`config.mk`:
```
export PLATFORM = sky130hd
export DESIGN_NAME = sirc_puf_sequencer_flat
export DESIGN_NICKNAME = d
export VERILOG_FILES = /design/src/rtl/sirc_pkg.sv /design/src/rtl/sirc_puf_sequencer_if.sv /design/src/rtl/sirc_req_ack.sv /design/src/rtl/sirc_puf_sequencer.sv /design/src/flat_wrapper.sv
export SDC_FILE = /design/constraint.sdc
export NUM_CORES = 1
export LEC_CHECK = 0
export BUFFER_PORTS_ARGS = -buffer_cell sky130_fd_sc_hd__buf_2
export CAP_MARGIN = 10
export CORE_AREA = 10 10 187 189
export DETAILED_ROUTE_END_ITERATION = 12
export DIE_AREA = 0 0 197 199
export GPL_ROUTABILITY_DRIVEN = 0
export PLACE_DENSITY = 0.68
export SYNTH_ARGS = -nofsm -noshare
export SYNTH_HDL_FRONTEND = slang
export SYNTH_SLANG_ARGS = --single-unit
```
`constraint.sdc`:
```
create_clock -name clk -period 2.76 [get_ports clk]
set_input_delay 0.414 -clock clk [delete_from_list [all_inputs] [get_ports clk]]
set_output_delay 0.414 -clock clk [all_outputs]
set_load 0.005 [all_outputs]
```
`src/rtl/sirc_pkg.sv`:
```
// Shared types and constants for the SIRC PUF sequencer.
// State encoding, handshake address widths and the timeout fill byte.
package sirc_pkg;

    typedef enum logic [2:0] {
        S_IDLE,
        S_PARAM,
        S_LOAD,
        S_TRIG,
        S_WAIT,
        S_WRITE,
        S_STATUS,
        S_CLEAR
    } state_t;

    localparam int REG_ADDR_W    = 8;
    localparam int INMEM_AW_DEF  = 17;
    localparam int OUTMEM_AW_DEF = 13;

    localparam logic [7:0] TMO_FILL = 8'hFF;

endpackage

```
`src/rtl/sirc_puf_sequencer_if.sv`:
```
// SIRC host-side bundle: run register, param file, input and output memory.
// master = sequencer, slave = SIRC host.
interface sirc_puf_sequencer_if #(
    parameter int INMEM_ADDRESS_WIDTH  = sirc_pkg::INMEM_AW_DEF,
    parameter int OUTMEM_ADDRESS_WIDTH = sirc_pkg::OUTMEM_AW_DEF
);

    logic                            userRunValue;
    logic                            userRunClear;

    logic                            register32CmdReq;
    logic                            register32CmdAck;
    logic [sirc_pkg::REG_ADDR_W-1:0] register32Address;
    logic                            register32ReadDataValid;
    logic [31:0]                     register32ReadData;
    logic                            register32WriteEn;
    logic [31:0]                     register32WriteData;

    logic                            inputMemoryReadReq;
    logic                            inputMemoryReadAck;
    logic [INMEM_ADDRESS_WIDTH-1:0]  inputMemoryReadAdd;
    logic                            inputMemoryReadDataValid;
    logic [7:0]                      inputMemoryReadData;

    logic                            outputMemoryWriteReq;
    logic                            outputMemoryWriteAck;
    logic [OUTMEM_ADDRESS_WIDTH-1:0] outputMemoryWriteAdd;
    logic [7:0]                      outputMemoryWriteData;
    logic                            outputMemoryWriteByteMask;

    modport master (
        input  userRunValue,
        output userRunClear,
        output register32CmdReq,
        input  register32CmdAck,
        output register32Address,
        input  register32ReadDataValid,
        input  register32ReadData,
        output register32WriteEn,
        output register32WriteData,
        output inputMemoryReadReq,
        input  inputMemoryReadAck,
        output inputMemoryReadAdd,
        input  inputMemoryReadDataValid,
        input  inputMemoryReadData,
        output outputMemoryWriteReq,
        input  outputMemoryWriteAck,
        output outputMemoryWriteAdd,
        output outputMemoryWriteData,
        output outputMemoryWriteByteMask
    );

    modport slave (
        output userRunValue,
        input  userRunClear,
        input  register32CmdReq,
        output register32CmdAck,
        input  register32Address,
        output register32ReadDataValid,
        output register32ReadData,
        input  register32WriteEn,
        input  register32WriteData,
        input  inputMemoryReadReq,
        output inputMemoryReadAck,
        input  inputMemoryReadAdd,
        output inputMemoryReadDataValid,
        output inputMemoryReadData,
        input  outputMemoryWriteReq,
        output outputMemoryWriteAck,
        input  outputMemoryWriteAdd,
        input  outputMemoryWriteData,
        input  outputMemoryWriteByteMask
    );

endinterface

```
`src/rtl/sirc_req_ack.sv`:
```
// Generic req/ack issue unit: latches an address on start, holds req
// until req&&ack, then drops req on the following cycle.
module sirc_req_ack #(
    parameter int AW = 8
) (
    input  logic          clk,
    input  logic          reset_n,
    input  logic          start,
    input  logic [AW-1:0] start_addr,
    input  logic          ack,
    output logic          req,
    output logic [AW-1:0] addr,
    output logic          fire
);

    assign fire = req & ack;

    always_ff @(posedge clk or negedge reset_n) begin
        if (!reset_n) begin
            req  <= 1'b0;
            addr <= '0;
        end else if (fire) begin
            req <= 1'b0;
        end else if (start && !req) begin
            req  <= 1'b1;
            addr <= start_addr;
        end
    end

endmodule

```
`src/rtl/sirc_puf_sequencer.sv`:
```
// SIRC host sequencer for PUF runs: params, PDL config load, triggered
// runs with timeout, response bytes and a timeout-count status byte out.
module sirc_puf_sequencer
    import sirc_pkg::*;
#(
    parameter int CHAL_BYTES           = 16,
    parameter int RESP_BYTES           = 2,
    parameter int N_PARAMS             = 2,
    parameter int INMEM_ADDRESS_WIDTH  = INMEM_AW_DEF,
    parameter int OUTMEM_ADDRESS_WIDTH = OUTMEM_AW_DEF,
    parameter int TIMEOUT_CYCLES       = 1024
) (
    input  logic                    clk,
    input  logic                    reset_n,
    sirc_puf_sequencer_if.master    sirc,
    output logic [CHAL_BYTES*8-1:0] puf_pdl_config,
    output logic [31:0]             puf_challenge,
    output logic                    puf_trigger,
    input  logic                    puf_done,
    input  logic [RESP_BYTES*8-1:0] puf_response,
    output logic                    busy
);

    localparam int IAW = INMEM_ADDRESS_WIDTH;
    localparam int OAW = OUTMEM_ADDRESS_WIDTH;
    localparam int TW  = $clog2(TIMEOUT_CYCLES + 1);

    state_t                  state, state_n;
    logic [7:0]              cnt, run, runs, tmo;
    logic [31:0]             base;
    logic [TW-1:0]           tmr;
    logic [RESP_BYTES*8-1:0] resp;
    logic [OAW-1:0]          wptr;
    logic [7:0]              wdata, wr_byte;
    logic                    rd_wait, rd_vld, rd_hit;
    logic                    reg_go, in_go, out_go;
    logic                    reg_req, in_req, out_req;
    logic                    reg_fire, in_fire, out_fire;
    logic [REG_ADDR_W-1:0]   reg_addr;
    logic [IAW-1:0]          in_addr;
    logic [OAW-1:0]          out_addr;

    sirc_req_ack #(.AW(REG_ADDR_W)) u_reg (
        .clk(clk), .reset_n(reset_n), .start(reg_go),
        .start_addr(cnt), .ack(sirc.register32CmdAck),
        .req(reg_req), .addr(reg_addr), .fire(reg_fire)
    );

    sirc_req_ack #(.AW(IAW)) u_in (
        .clk(clk), .reset_n(reset_n), .start(in_go),
        .start_addr(IAW'(cnt)), .ack(sirc.inputMemoryReadAck),
        .req(in_req), .addr(in_addr), .fire(in_fire)
    );

    sirc_req_ack #(.AW(OAW)) u_out (
        .clk(clk), .reset_n(reset_n), .start(out_go),
        .start_addr(wptr), .ack(sirc.outputMemoryWriteAck),
        .req(out_req), .addr(out_addr), .fire(out_fire)
    );

    assign sirc.register32CmdReq          = reg_req;
    assign sirc.register32Address         = reg_addr;
    assign sirc.register32WriteEn         = 1'b0;
    assign sirc.register32WriteData       = 32'h0;
    assign sirc.inputMemoryReadReq        = in_req;
    assign sirc.inputMemoryReadAdd        = in_addr;
    assign sirc.outputMemoryWriteReq      = out_req;
    assign sirc.outputMemoryWriteAdd      = out_addr;
    assign sirc.outputMemoryWriteData     = wdata;
    assign sirc.outputMemoryWriteByteMask = 1'b1;
    assign sirc.userRunClear              = (state == S_CLEAR);
    assign busy                           = (state != S_IDLE);

    // Read data may arrive on the ack cycle or any later cycle.
    assign rd_vld = (state == S_PARAM) ? sirc.register32ReadDataValid
                  : (state == S_LOAD) & sirc.inputMemoryReadDataValid;
    assign rd_hit = (rd_wait | reg_fire | in_fire) & rd_vld;

    always_comb begin
        state_n = state;
        reg_go  = 1'b0;
        in_go   = 1'b0;
        out_go  = 1'b0;
        wr_byte = 8'h00;
        case (state)
            S_IDLE:
                if (sirc.userRunValue && !sirc.userRunClear)
                    state_n = S_PARAM;
            S_PARAM: begin
                reg_go = !reg_req && !rd_wait;
                if (rd_hit && cnt == 8'(N_PARAMS - 1))
                    state_n = S_LOAD;
            end
            S_LOAD: begin
                in_go = !in_req && !rd_wait;
                if (rd_hit && cnt == 8'(CHAL_BYTES - 1))
                    state_n = S_TRIG;
            end
            S_TRIG:
                state_n = S_WAIT;
            S_WAIT:
                if (puf_done || tmr == TW'(TIMEOUT_CYCLES - 1))
                    state_n = S_WRITE;
            S_WRITE: begin
                out_go = !out_req;
                for (int j = 0; j < RESP_BYTES; j++)
                    if (cnt == 8'(j))
                        wr_byte = resp[8*(RESP_BYTES-1-j) +: 8];
                if (out_fire && cnt == 8'(RESP_BYTES - 1))
                    state_n = (run == runs - 8'd1) ? S_STATUS : S_TRIG;
            end
            S_STATUS: begin
                out_go  = !out_req;
                wr_byte = tmo;
                if (out_fire)
                    state_n = S_CLEAR;
            end
            S_CLEAR:
                if (!sirc.userRunValue)
                    state_n = S_IDLE;
            default:
                state_n = S_IDLE;
        endcase
    end

    always_ff @(posedge clk or negedge reset_n) begin
        if (!reset_n)
            state <= S_IDLE;
        else
            state <= state_n;
    end

    always_ff @(posedge clk or negedge reset_n) begin
        if (!reset_n) begin
            cnt            <= '0;
            run            <= '0;
            runs           <= '0;
            tmo            <= '0;
            base           <= '0;
            tmr            <= '0;
            resp           <= '0;
            wptr           <= '0;
            wdata          <= '0;
            rd_wait        <= 1'b0;
            puf_trigger    <= 1'b0;
            puf_challenge  <= '0;
            puf_pdl_config <= '0;
        end else begin
            rd_wait     <= (rd_wait | reg_fire | in_fire) & ~rd_vld;
            puf_trigger <= (state == S_TRIG);
            if (out_go)
                wdata <= wr_byte;
            case (state)
                S_IDLE: begin
                    cnt  <= '0;
                    run  <= '0;
                    tmo  <= '0;
                    wptr <= '0;
                end
                S_PARAM:
                    if (rd_hit) begin
                        if (cnt == 8'd0)
                            runs <= (sirc.register32ReadData[7:0] == 8'd0)
                                  ? 8'd1 : sirc.register32ReadData[7:0];
                        if (cnt == 8'd1)
                            base <= sirc.register32ReadData;
                        cnt <= (cnt == 8'(N_PARAMS - 1)) ? 8'd0 : cnt + 8'd1;
                    end
                S_LOAD:
                    if (rd_hit) begin
                        for (int k = 0; k < CHAL_BYTES; k++)
                            if (cnt == 8'(k))
                                puf_pdl_config[8*k +: 8] <= sirc.inputMemoryReadData;
                        cnt <= (cnt == 8'(CHAL_BYTES - 1)) ? 8'd0 : cnt + 8'd1;
                    end
                S_TRIG: begin
                    puf_challenge <= base + {24'h0, run};
                    tmr           <= '0;
                end
                S_WAIT:
                    if (puf_done) begin
                        resp <= puf_response;
                    end else if (tmr == TW'(TIMEOUT_CYCLES - 1)) begin
                        resp <= {RESP_BYTES{TMO_FILL}};
                        if (tmo != 8'hFF)
                            tmo <= tmo + 8'd1;
                    end else begin
                        tmr <= tmr + TW'(1);
                    end
                S_WRITE:
                    if (out_fire) begin
                        wptr <= wptr + OAW'(1);
                        if (cnt == 8'(RESP_BYTES - 1)) begin
                            cnt <= '0;
                            run <= run + 8'd1;
                        end else begin
                            cnt <= cnt + 8'd1;
                        end
                    end
                default: ;
            endcase
        end
    end

endmodule

```
`src/flat_wrapper.sv`:
```
// flat-port wrapper written by rule: the top's interface ports become plain ports
module sirc_puf_sequencer_flat import sirc_pkg::*;
#(
    parameter int CHAL_BYTES           = 16,
    parameter int RESP_BYTES           = 2,
    parameter int N_PARAMS             = 2,
    parameter int INMEM_ADDRESS_WIDTH  = INMEM_AW_DEF,
    parameter int OUTMEM_ADDRESS_WIDTH = OUTMEM_AW_DEF,
    parameter int TIMEOUT_CYCLES       = 1024
)
  (clk, reset_n, puf_pdl_config, puf_challenge, puf_trigger, puf_done, puf_response, busy, sirc_userRunValue, sirc_userRunClear, sirc_register32CmdReq, sirc_register32CmdAck, sirc_register32Address, sirc_register32ReadDataValid, sirc_register32ReadData, sirc_register32WriteEn, sirc_register32WriteData, sirc_inputMemoryReadReq, sirc_inputMemoryReadAck, sirc_inputMemoryReadAdd, sirc_inputMemoryReadDataValid, sirc_inputMemoryReadData, sirc_outputMemoryWriteReq, sirc_outputMemoryWriteAck, sirc_outputMemoryWriteAdd, sirc_outputMemoryWriteData, sirc_outputMemoryWriteByteMask);
  sirc_puf_sequencer_if #(.INMEM_ADDRESS_WIDTH(INMEM_ADDRESS_WIDTH), .OUTMEM_ADDRESS_WIDTH(OUTMEM_ADDRESS_WIDTH)) sirc_i ();
  input  logic clk;
  input  logic reset_n;
  output logic [CHAL_BYTES*8-1:0] puf_pdl_config;
  output logic [31:0] puf_challenge;
  output logic puf_trigger;
  input  logic puf_done;
  input  logic [RESP_BYTES*8-1:0] puf_response;
  output logic busy;
  input wire logic [$bits(sirc_i.userRunValue)-1:0] sirc_userRunValue;
  output wire logic [$bits(sirc_i.userRunClear)-1:0] sirc_userRunClear;
  output wire logic [$bits(sirc_i.register32CmdReq)-1:0] sirc_register32CmdReq;
  input wire logic [$bits(sirc_i.register32CmdAck)-1:0] sirc_register32CmdAck;
  output wire logic [$bits(sirc_i.register32Address)-1:0] sirc_register32Address;
  input wire logic [$bits(sirc_i.register32ReadDataValid)-1:0] sirc_register32ReadDataValid;
  input wire logic [$bits(sirc_i.register32ReadData)-1:0] sirc_register32ReadData;
  output wire logic [$bits(sirc_i.register32WriteEn)-1:0] sirc_register32WriteEn;
  output wire logic [$bits(sirc_i.register32WriteData)-1:0] sirc_register32WriteData;
  output wire logic [$bits(sirc_i.inputMemoryReadReq)-1:0] sirc_inputMemoryReadReq;
  input wire logic [$bits(sirc_i.inputMemoryReadAck)-1:0] sirc_inputMemoryReadAck;
  output wire logic [$bits(sirc_i.inputMemoryReadAdd)-1:0] sirc_inputMemoryReadAdd;
  input wire logic [$bits(sirc_i.inputMemoryReadDataValid)-1:0] sirc_inputMemoryReadDataValid;
  input wire logic [$bits(sirc_i.inputMemoryReadData)-1:0] sirc_inputMemoryReadData;
  output wire logic [$bits(sirc_i.outputMemoryWriteReq)-1:0] sirc_outputMemoryWriteReq;
  input wire logic [$bits(sirc_i.outputMemoryWriteAck)-1:0] sirc_outputMemoryWriteAck;
  output wire logic [$bits(sirc_i.outputMemoryWriteAdd)-1:0] sirc_outputMemoryWriteAdd;
  output wire logic [$bits(sirc_i.outputMemoryWriteData)-1:0] sirc_outputMemoryWriteData;
  output wire logic [$bits(sirc_i.outputMemoryWriteByteMask)-1:0] sirc_outputMemoryWriteByteMask;
  assign sirc_i.userRunValue = sirc_userRunValue;
  assign sirc_userRunClear = sirc_i.userRunClear;
  assign sirc_register32CmdReq = sirc_i.register32CmdReq;
  assign sirc_i.register32CmdAck = sirc_register32CmdAck;
  assign sirc_register32Address = sirc_i.register32Address;
  assign sirc_i.register32ReadDataValid = sirc_register32ReadDataValid;
  assign sirc_i.register32ReadData = sirc_register32ReadData;
  assign sirc_register32WriteEn = sirc_i.register32WriteEn;
  assign sirc_register32WriteData = sirc_i.register32WriteData;
  assign sirc_inputMemoryReadReq = sirc_i.inputMemoryReadReq;
  assign sirc_i.inputMemoryReadAck = sirc_inputMemoryReadAck;
  assign sirc_inputMemoryReadAdd = sirc_i.inputMemoryReadAdd;
  assign sirc_i.inputMemoryReadDataValid = sirc_inputMemoryReadDataValid;
  assign sirc_i.inputMemoryReadData = sirc_inputMemoryReadData;
  assign sirc_outputMemoryWriteReq = sirc_i.outputMemoryWriteReq;
  assign sirc_i.outputMemoryWriteAck = sirc_outputMemoryWriteAck;
  assign sirc_outputMemoryWriteAdd = sirc_i.outputMemoryWriteAdd;
  assign sirc_outputMemoryWriteData = sirc_i.outputMemoryWriteData;
  assign sirc_outputMemoryWriteByteMask = sirc_i.outputMemoryWriteByteMask;
  sirc_puf_sequencer #(.CHAL_BYTES(CHAL_BYTES), .RESP_BYTES(RESP_BYTES), .N_PARAMS(N_PARAMS), .INMEM_ADDRESS_WIDTH(INMEM_ADDRESS_WIDTH), .OUTMEM_ADDRESS_WIDTH(OUTMEM_ADDRESS_WIDTH), .TIMEOUT_CYCLES(TIMEOUT_CYCLES)) u_core (.clk(clk), .reset_n(reset_n), .sirc(sirc_i), .puf_pdl_config(puf_pdl_config), .puf_challenge(puf_challenge), .puf_trigger(puf_trigger), .puf_done(puf_done), .puf_response(puf_response), .busy(busy));
endmodule
```
==> results of run 1 <==
[final timing paths]
kind	to	slack, ns	start
max	u_core.state[0]$_DFFE_PN0P_	0.21	u_core.cnt[4]$_DFFE_PN0P_
min	u_core.resp[12]$_DFFE_PN0P_	0.12	puf_response[12]
max reg2reg	u_core.state[0]$_DFFE_PN0P_	0.21	u_core.cnt[4]$_DFFE_PN0P_
min reg2reg	u_core.puf_challenge[25]$_DFFE_PN0P_	0.47	u_core.puf_challenge[25]$_DFFE_PN0P_
max in group asynchronous	u_core.u_reg.addr[6]$_DFFE_PN0P_	1.46	reset_n
min in group asynchronous	u_core.puf_challenge[16]$_DFFE_PN0P_	0.49	reset_n
[cells by family (layout without fill, tap and decap cells)]
kind of cell	count (synthesis)	count (layout)	share of synthesized area, %
flops	309	309	55.72
simple gates	285	285	10.37
mux	196	196	15.89
compound gates	165	165	7.781
buf+inv	109	383	4.138
xor+xnor	62	62	4.012
fa+ha+maj	22	22	2.037
other cells	2	43	0.05411
[cells in the mapped netlist, types with 7 or more instances]
cell type,n,area (um2)
sky130_fd_sc_hd__a21oi_1,15,75.07
sky130_fd_sc_hd__a22o_1,8,70.07
sky130_fd_sc_hd__a22oi_1,8,60.06
sky130_fd_sc_hd__and2_1,7,43.79
sky130_fd_sc_hd__and3_1,14,87.58
sky130_fd_sc_hd__and4_1,7,61.31
sky130_fd_sc_hd__buf_4,43,322.8
sky130_fd_sc_hd__clkbuf_1,37,138.9
sky130_fd_sc_hd__dfrtp_1,309,7732
sky130_fd_sc_hd__ha_1,21,262.8
sky130_fd_sc_hd__inv_1,21,78.83
sky130_fd_sc_hd__mux2_2,191,2151
sky130_fd_sc_hd__nand2_1,96,360.4
sky130_fd_sc_hd__nand2_2,8,50.05
sky130_fd_sc_hd__nand3_1,26,130.1
sky130_fd_sc_hd__nand4_1,16,100.1
sky130_fd_sc_hd__nor2_1,53,198.9
sky130_fd_sc_hd__nor2b_1,8,50.05
sky130_fd_sc_hd__nor3_1,17,85.08
sky130_fd_sc_hd__o21ai_0,69,345.3
sky130_fd_sc_hd__o22a_1,16,140.1
sky130_fd_sc_hd__xnor2_1,31,271.5
sky130_fd_sc_hd__xor2_1,30,262.8
[cell usage in the layout, fill, tap and decap left out, types with 15 or more instances in the layout]
master / Yosys / routed
sky130_fd_sc_hd__buf_4: 43 / 28
sky130_fd_sc_hd__nand2_1: 96 / 95
sky130_fd_sc_hd__a21oi_1: 15 / 15
sky130_fd_sc_hd__o22a_1: 16 / 16
sky130_fd_sc_hd__xnor2_1: 31 / 31
sky130_fd_sc_hd__conb_1: 2 / 43
sky130_fd_sc_hd__xor2_1: 30 / 30
sky130_fd_sc_hd__nor2_1: 53 / 53
sky130_fd_sc_hd__dfrtp_1: 309 / 309
sky130_fd_sc_hd__nor3_1: 17 / 17
sky130_fd_sc_hd__ha_1: 21 / 21
sky130_fd_sc_hd__inv_1: 21 / 21
sky130_fd_sc_hd__buf_2: 3 / 266
sky130_fd_sc_hd__nand4_1: 16 / 16
sky130_fd_sc_hd__o21ai_0: 69 / 69
sky130_fd_sc_hd__mux2_2: 191 / 191
sky130_fd_sc_hd__nand3_1: 26 / 26
sky130_fd_sc_hd__clkbuf_16: 0 / 37
[layout make-up]
| type | count | area, um2 |
|---|---|---|
| Multi-Input combinational cell | 773 | 5744 |
| Inverter | 22 | 82.58 |
| Clock buffer | 45 | 996.0 |
| Fill cell | 2775 | 14280 |
| Sequential cell | 309 | 7732 |
| Timing Repair Buffer | 302 | 1687 |
| Tap cell | 402 | 503.0 |
| Clock inverter | 14 | 202.7 |
[metrics by stage]
step                instance area, um2  hold slack [ns]
finish                           16950           0.1208
CTS                              16940          0.09923
global route                     16950           0.1074
detailed placement               15730           0.4364
global placement                 15730           0.4348
floorplan                        14030           0.1184
[power by group through the flow]
stage	Clock (mW)	Sequential [mW]	Combinational (mW)
2_1_floorplan	0	5.90	2.26
3_3_place_gp	0	6.02	3.49
3_5_place_dp	0	6.05	3.55
4_1_cts	4.97	5.97	3.57
5_1_grt	5.15	6.09	3.95
6_report	4.84	5.97	3.54
[metal layers]
layer / wire (um) / vias to the layer above / track usage [%]
li1: - / 4591 / -
met1: 14810 / 4893 / 21.32
met3: 3468 / 55 / 7.317
met5: 0 / - / 0
met4: 660 / 0 / 4.785
met2: 17290 / 281 / 30.59
[flip-flops by register name, indices dropped and copies added, names as in the netlist, 3 cells and up]
register and flops:
u_core.tmo 8, u_core.u_out.addr 13, u_core.wptr 13, u_core.cnt 8, u_core.u_reg.addr 8, u_core.puf_pdl_config 128
u_core.puf_challenge 32, u_core.sirc.outputMemoryWriteData 8, u_core.state 3, u_core.run 8, u_core.u_in.addr 8, u_core.tmr 11
u_core.base 32, u_core.resp 16, u_core.runs 8
[what timing repair did]
action                                  in CTS  in global routing
endpoints found under the hold margin       64                  0
gates resized for setup                      0                  1
endpoints found under the setup margin       0                 19
hold buffers                                 1                  0
[worst max-delay path, delay by kind of cell (launching register included)]
kind / cells / cell delay, ns
AOI/OAI and AO/OA: 1 / 0.49
muxes: 1 / 0.30
and+or+nand+nor: 3 / 1.18
DFF: 1 / 0.47
==> tab_implementation.tex, run 1 <==
\begin{tabular}{lr}
\hline
Metric & Value \\
\hline
\multicolumn{2}{l}{\textbf{Global route}} \\
Total track usage & 18.24\% \\
Maximum number of pins on one net before global-route repair & 72 \\
Final global-route overflow total & 0 \\
Wire length of the first global-routing pass & 57.60 mm \\
Number of global-route vias before repair & 10.46k \\
Initial antenna violation count & 0 \\
\multicolumn{2}{l}{\textbf{STA}} \\
Worst setup slack after layout & about 0.21 ns \\
Relative slew margins & between 60\% and 70\% \\
Crit path time final & 2.552 ns \\
Number of hold-slack violations in the final timing report & 0 \\
Timing-limited maximum frequency & 0.3919 GHz \\
Final clock period utilization by the worst path & 92.45\% \\
Max Slew Vio Count & 0 \\
Worst-Margin Slew & 0.5796 ns \\
Final TNS setup & 0 ns \\
Final setup viols & 0 \\
RSZ-0062 raised after global routing & no \\
Setup skew after layout & 0.01182 ns \\
\multicolumn{2}{l}{\textbf{Placed design}} \\
\# port buffers & 267 \\
DP Cell Count & about 1.8k \\
Worst slack after detailed placement & 0.1831 ns \\
HPWL after detailed placement & 26.53 mm \\
\multicolumn{2}{l}{\textbf{Route}} \\
Total via count in the routed design & 9820 \\
Drt drc & 0 \\
Total detailed-routing wirelength & approximately 36 mm \\
Remaining number of nets flagged by the antenna check after routing & 0 \\
Number of violations reported at the end of detailed-routing iteration 0 & 417 \\
Detailed-routing iteration count for the pre-antenna-repair pass & 4 \\
Wire length per cell after detailed routing & 19.41 um \\
Vias per cell & 5.260 \\
\multicolumn{2}{l}{\textbf{Synthesis}} \\
Share of the yosys chip area belonging to registers & 55.72\% \\
Avg Cell Area, Syn & 12.07 um2 \\
Count of unique library cells instantiated by Yosys & 69 \\
Share of flip-flops with an asynchronous set or reset & 100.0\% \\
Count of flip-flops with a built-in enable after synthesis & 0 \\
Number of synthesized register bits & 309 \\
Synthesized instance count & between 1k and 1.5k \\
Area of the mapped netlist & 0.01388 mm2 \\
Yosys synthesis warning count & 0 \\
Most used flip-flop cell after synthesis & sky130\_fd\_sc\_hd\_\_dfrtp\_1 \\
\multicolumn{2}{l}{\textbf{Worst setup path}} \\
Cells along the critical path & nor4\_2 -> nand3\_1 -> a221oi\_1 -> nand3b\_1 -> mux2\_2 \\
CP Launch Type & register \\
Critical path start-end classification & register to register \\
Slowest library cell on the worst path & sky130\_fd\_sc\_hd\_\_nor4\_2 \\
CP Data Arrival Time & slightly below 3 ns \\
Peak per-stage delay on the critical path & 0.59 ns \\
Critical path fanouts, max & 9 \\
Critical Path RT & 3.15 ns \\
Register-to-Register Path Depth & 5 \\
Endpoint class of the critical path & register \\
\multicolumn{2}{l}{\textbf{Floorplan}} \\
Starting Density & 44.44\% \\
Die width & 197 um \\
DIE AREA & 0.03920 mm2 \\
Core Area & approximately 0.031 mm2 \\
Number of placement rows & 65 \\
I/O pins & 311 \\
DIE HEIGHT & 199 um \\
\multicolumn{2}{l}{\textbf{Pwr}} \\
Combinational cell fraction of total power & around a quarter \\
Portion of total power attributed to sequential cells & 41.6\% \\
Internal Pwr Total & 9.954 mW \\
Power density relative to cell area & 846.4 mW/mm2 \\
Leakage & 8.893 nW \\
Total power & 14.34 mW \\
Clk network pwr share & 33.7\% \\
Largest voltage drop on the vdd net & $\sim$0.4 mV \\
Net switching power of the design & between 4 and 5 mW \\
Net switching share of the total power & 30.60\% \\
\multicolumn{2}{l}{\textbf{CTS}} \\
Largest buffer count on any clock path & 3 \\
Clk sinks & 309 \\
Clock transition at path regs & approximately 0.060 ns \\
Cts bufs inserted & 35 \\
Setup bufs post-CTS & 0 \\
Clock tree from TritonCTS & done \\
Clk Tree Root Cell & sky130\_fd\_sc\_hd\_\_clkbuf\_16 \\
Number of levels in the clock H-tree & 2 \\
Worst-skew pair later-pin latency & 0.51 ns \\
\multicolumn{2}{l}{\textbf{Min path}} \\
Hold WC Path Type & primary input to register \\
Hold depth & 2 \\
\multicolumn{2}{l}{\textbf{Status}} \\
Status & finished clean \\
\multicolumn{2}{l}{\textbf{Layout}} \\
Total number of nets in the final design & 1530 \\
Post-Route Utilization & 54.27\% \\
Post-layout instance count excluding filler cells & 1867 \\
\# diodes & 0 \\
Synth-to-layout area growth & 22.12\% \\
Ratio of cells with drive above 1 in the final layout & 38.84\% \\
\multicolumn{2}{l}{\textbf{Job}} \\
Maximum capacitance violations & 0 \\
\hline
\end{tabular}
(Power assumes the default switching activity.)
==> run 2: changes to the inputs <==
- PLACE_DENSITY: 0.68 -> 0.73
==> tab_implementation.tex, run 2 (synthesized netlist as in run 1, its figures left out) <==
\begin{tabular}{lr}
\hline
Metric & Value \\
\hline
\multicolumn{2}{l}{\textbf{Status}} \\
Status & finished clean \\
\multicolumn{2}{l}{\textbf{STA}} \\
Crit path time final & approximately 2.6 ns \\
RSZ-0062 raised after global routing & yes \\
Final clock period utilization by the worst path & 94.11\% \\
Timing-limited maximum frequency & 0.3850 GHz \\
Number of hold-slack violations in the final timing report & 0 \\
Final setup viols & 0 \\
Worst setup slack after layout & 0.1627 ns \\
Worst-Margin Slew & 1.162 ns \\
Setup skew after layout & 0.01260 ns \\
Max Slew Vio Count & 0 \\
Relative slew margins & 22.25\% \\
\multicolumn{2}{l}{\textbf{Worst setup path}} \\
CP Data Arrival Time & between 2 and 3 ns \\
CP Launch Point & u\_core.state[1]\$\_DFFE\_PN0P\_ \\
Critical path start-end classification & register to register \\
Endpoint class of the critical path & register \\
Critical path fanouts, max & 8 \\
Critical Path RT & approximately 3.1 ns \\
Start of the worst register-to-register path & u\_core.state[1]\$\_DFFE\_PN0P\_ \\
CP Launch Type & register \\
\multicolumn{2}{l}{\textbf{Global route}} \\
Initial antenna violation count & 1 \\
Total track usage & between 10\% and 20\% \\
Number of global-route vias before repair & 10.40k \\
Final global-route overflow total & 0 \\
Wire length of the first global-routing pass & 57.37 mm \\
Maximum number of pins on one net before global-route repair & 75 \\
\multicolumn{2}{l}{\textbf{Floorplan}} \\
Core Area & around 0.031 mm2 \\
Number of placement rows & 65 \\
Starting Density & between 40 and 50\% \\
I/O pins & 311 \\
DIE HEIGHT & roughly 200 um \\
Die width & 197 um \\
DIE AREA & 0.03920 mm2 \\
\multicolumn{2}{l}{\textbf{Layout}} \\
Total number of nets in the final design & 1524 \\
Count of fill cells added during filler insertion & 2717 \\
Post-Route Utilization & 54.15\% \\
Highest-count cells in the layout ignoring fill and taps & sky130\_fd\_sc\_hd\_\_dfrtp\_1 (309), sky130\_fd\_sc\_hd\_\_buf\_2 (266), sky130\_fd\_sc\_hd\_\_mux2\_2 (191) \\
Synth-to-layout area growth & 21.84\% \\
Ratio of cells with drive above 1 in the final layout & 38.78\% \\
Largest registers ranked by flip-flop count & u\_core.puf\_pdl\_config (128), u\_core.base (32), u\_core.puf\_challenge (32) \\
Number of flip-flops under the largest register name & 128 \\
Most common cell after layout, fill and taps aside & sky130\_fd\_sc\_hd\_\_dfrtp\_1 \\
Largest Register & u\_core.puf\_pdl\_config \\
\multicolumn{2}{l}{\textbf{Route}} \\
Drt drc & 0 \\
Detailed-routing iteration count for the pre-antenna-repair pass & 4 \\
Total detailed-routing wirelength & between 30 and 40 mm \\
Wire length per cell after detailed routing & 19.40 um \\
Vias per cell & 5.202 \\
Remaining number of nets flagged by the antenna check after routing & 0 \\
Number of violations reported at the end of detailed-routing iteration 0 & 343 \\
Total via count in the routed design & 9701 \\
\multicolumn{2}{l}{\textbf{CTS}} \\
Clk sinks & 309 \\
Setup bufs post-CTS & 0 \\
Cts bufs inserted & 35 \\
Largest buffer count on any clock path & 3 \\
Clock transition at path regs & about 0.060 ns \\
Number of levels in the clock H-tree & 2 \\
Clk Tree Root Cell & sky130\_fd\_sc\_hd\_\_clkbuf\_16 \\
Clock tree from TritonCTS & done \\
Worst-skew pair later-pin latency & 0.50 ns \\
\multicolumn{2}{l}{\textbf{Job}} \\
Maximum capacitance violations & 0 \\
\multicolumn{2}{l}{\textbf{Min path}} \\
Beginning of the worst hold path & puf\_response[13] \\
Hold WC Path Type & primary input to register \\
\multicolumn{2}{l}{\textbf{Placed design}} \\
\# port buffers & 267 \\
HPWL after detailed placement & 26.49 mm \\
Worst slack after detailed placement & 0.04793 ns \\
\multicolumn{2}{l}{\textbf{Pwr}} \\
Leakage & 8.862 nW \\
Portion of total power attributed to sequential cells & roughly two fifths \\
Power density relative to cell area & 843.9 mW/mm2 \\
Internal Pwr Total & 9.859 mW \\
Largest voltage drop on the vdd net & 0.6117 mV \\
Combinational cell fraction of total power & 24.8\% \\
Net switching power of the design & $\sim$4.4 mW \\
Clk network pwr share & about 33\% \\
Net switching share of the total power & 30.92\% \\
\hline
\end{tabular}
==> run 2: worst max-delay path, stage by stage, from the launching register on <==
cell                       delay, ns
sky130_fd_sc_hd__dfrtp_1        0.40
sky130_fd_sc_hd__inv_1          0.09
sky130_fd_sc_hd__ha_1           0.24
sky130_fd_sc_hd__nand3b_1       0.24
sky130_fd_sc_hd__a211oi_4       0.38
sky130_fd_sc_hd__nand3_4        0.19
sky130_fd_sc_hd__nor3b_4        0.36
sky130_fd_sc_hd__nand2_2        0.23
sky130_fd_sc_hd__mux2_2         0.34
==> run 2: timing repair <==
item                                    CTS  global route
endpoints found under the hold margin    70             0
gates resized for setup                   0             5
hold buffers                              1             0
endpoints found under the setup margin    0           113
==> run 2: worst paths after layout <==
path / slack [ns] / end / cells after the start
max: 0.16 / u_core.puf_pdl_config[81]$_DFFE_PN0P_ / 8
min: 0.12 / u_core.resp[13]$_DFFE_PN0P_ / 2
max reg2reg: 0.16 / u_core.puf_pdl_config[81]$_DFFE_PN0P_ / 8
min reg2reg: 0.47 / u_core.puf_challenge[22]$_DFFE_PN0P_ / 2
max in group asynchronous: 1.44 / u_core.puf_pdl_config[64]$_DFFE_PN0P_ / 3
min in group asynchronous: 0.49 / u_core.puf_challenge[14]$_DFFE_PN0P_ / 2
==> run 2: power by group through the flow <==
| stage | registers [mW] | logic [mW] | clock network (mW) |
|---|---|---|---|
| floorplan | 5.90 | 2.26 | 0 |
| global placement | 6.00 | 3.44 | 0 |
| detailed placement | 6.05 | 3.53 | 0 |
| CTS | 5.97 | 3.55 | 4.87 |
| global route | 6.08 | 3.97 | 5.06 |
| finish | 5.97 | 3.54 | 4.76 |
==> run 2: metrics by stage <==
| step | setup TNS (ns) | cells | cell area [um2] | hold slack [ns] | total power [mW] |
|---|---|---|---|---|---|
| global route | -0.3291 | 1864 | 16910 | 0.1169 | 15.11 |
| detailed placement | 0 | 1801 | 15670 | 0.4327 | 9.577 |
| CTS | 0 | 1864 | 16880 | 0.1103 | 14.39 |
| floorplan | 0 | 1191 | 14030 | 0.1184 | 8.162 |
| global placement | 0 | 1801 | 15670 | 0.4312 | 9.437 |
| finish | 0 | 1865 | 16910 | 0.1242 | 14.27 |
==> run 2: cell type report <==
type	instances	area (um2)	area share, %
diodes	1	2.502	0.01480
clock buffers	50	1055	6.237
clock inverters	12	142.6	0.8435
inverters	22	82.58	0.4883
multi-input cells	773	5763	34.08
flip-flops and latches	309	7732	45.73
well taps	402	503.0	2.974
repair buffers	296	1629	9.634
==> run 2: layer usage <==
layer / GRT usage [%] / share of wire [%] / vias to the layer above
met5: 0 / 0.022 / -
met4: 4.785 / 1.7 / 2
met3: 6.793 / 9.1 / 47
met2: 30.46 / 48 / 251
met1: 21.57 / 41 / 4832
li1: - / - / 4569
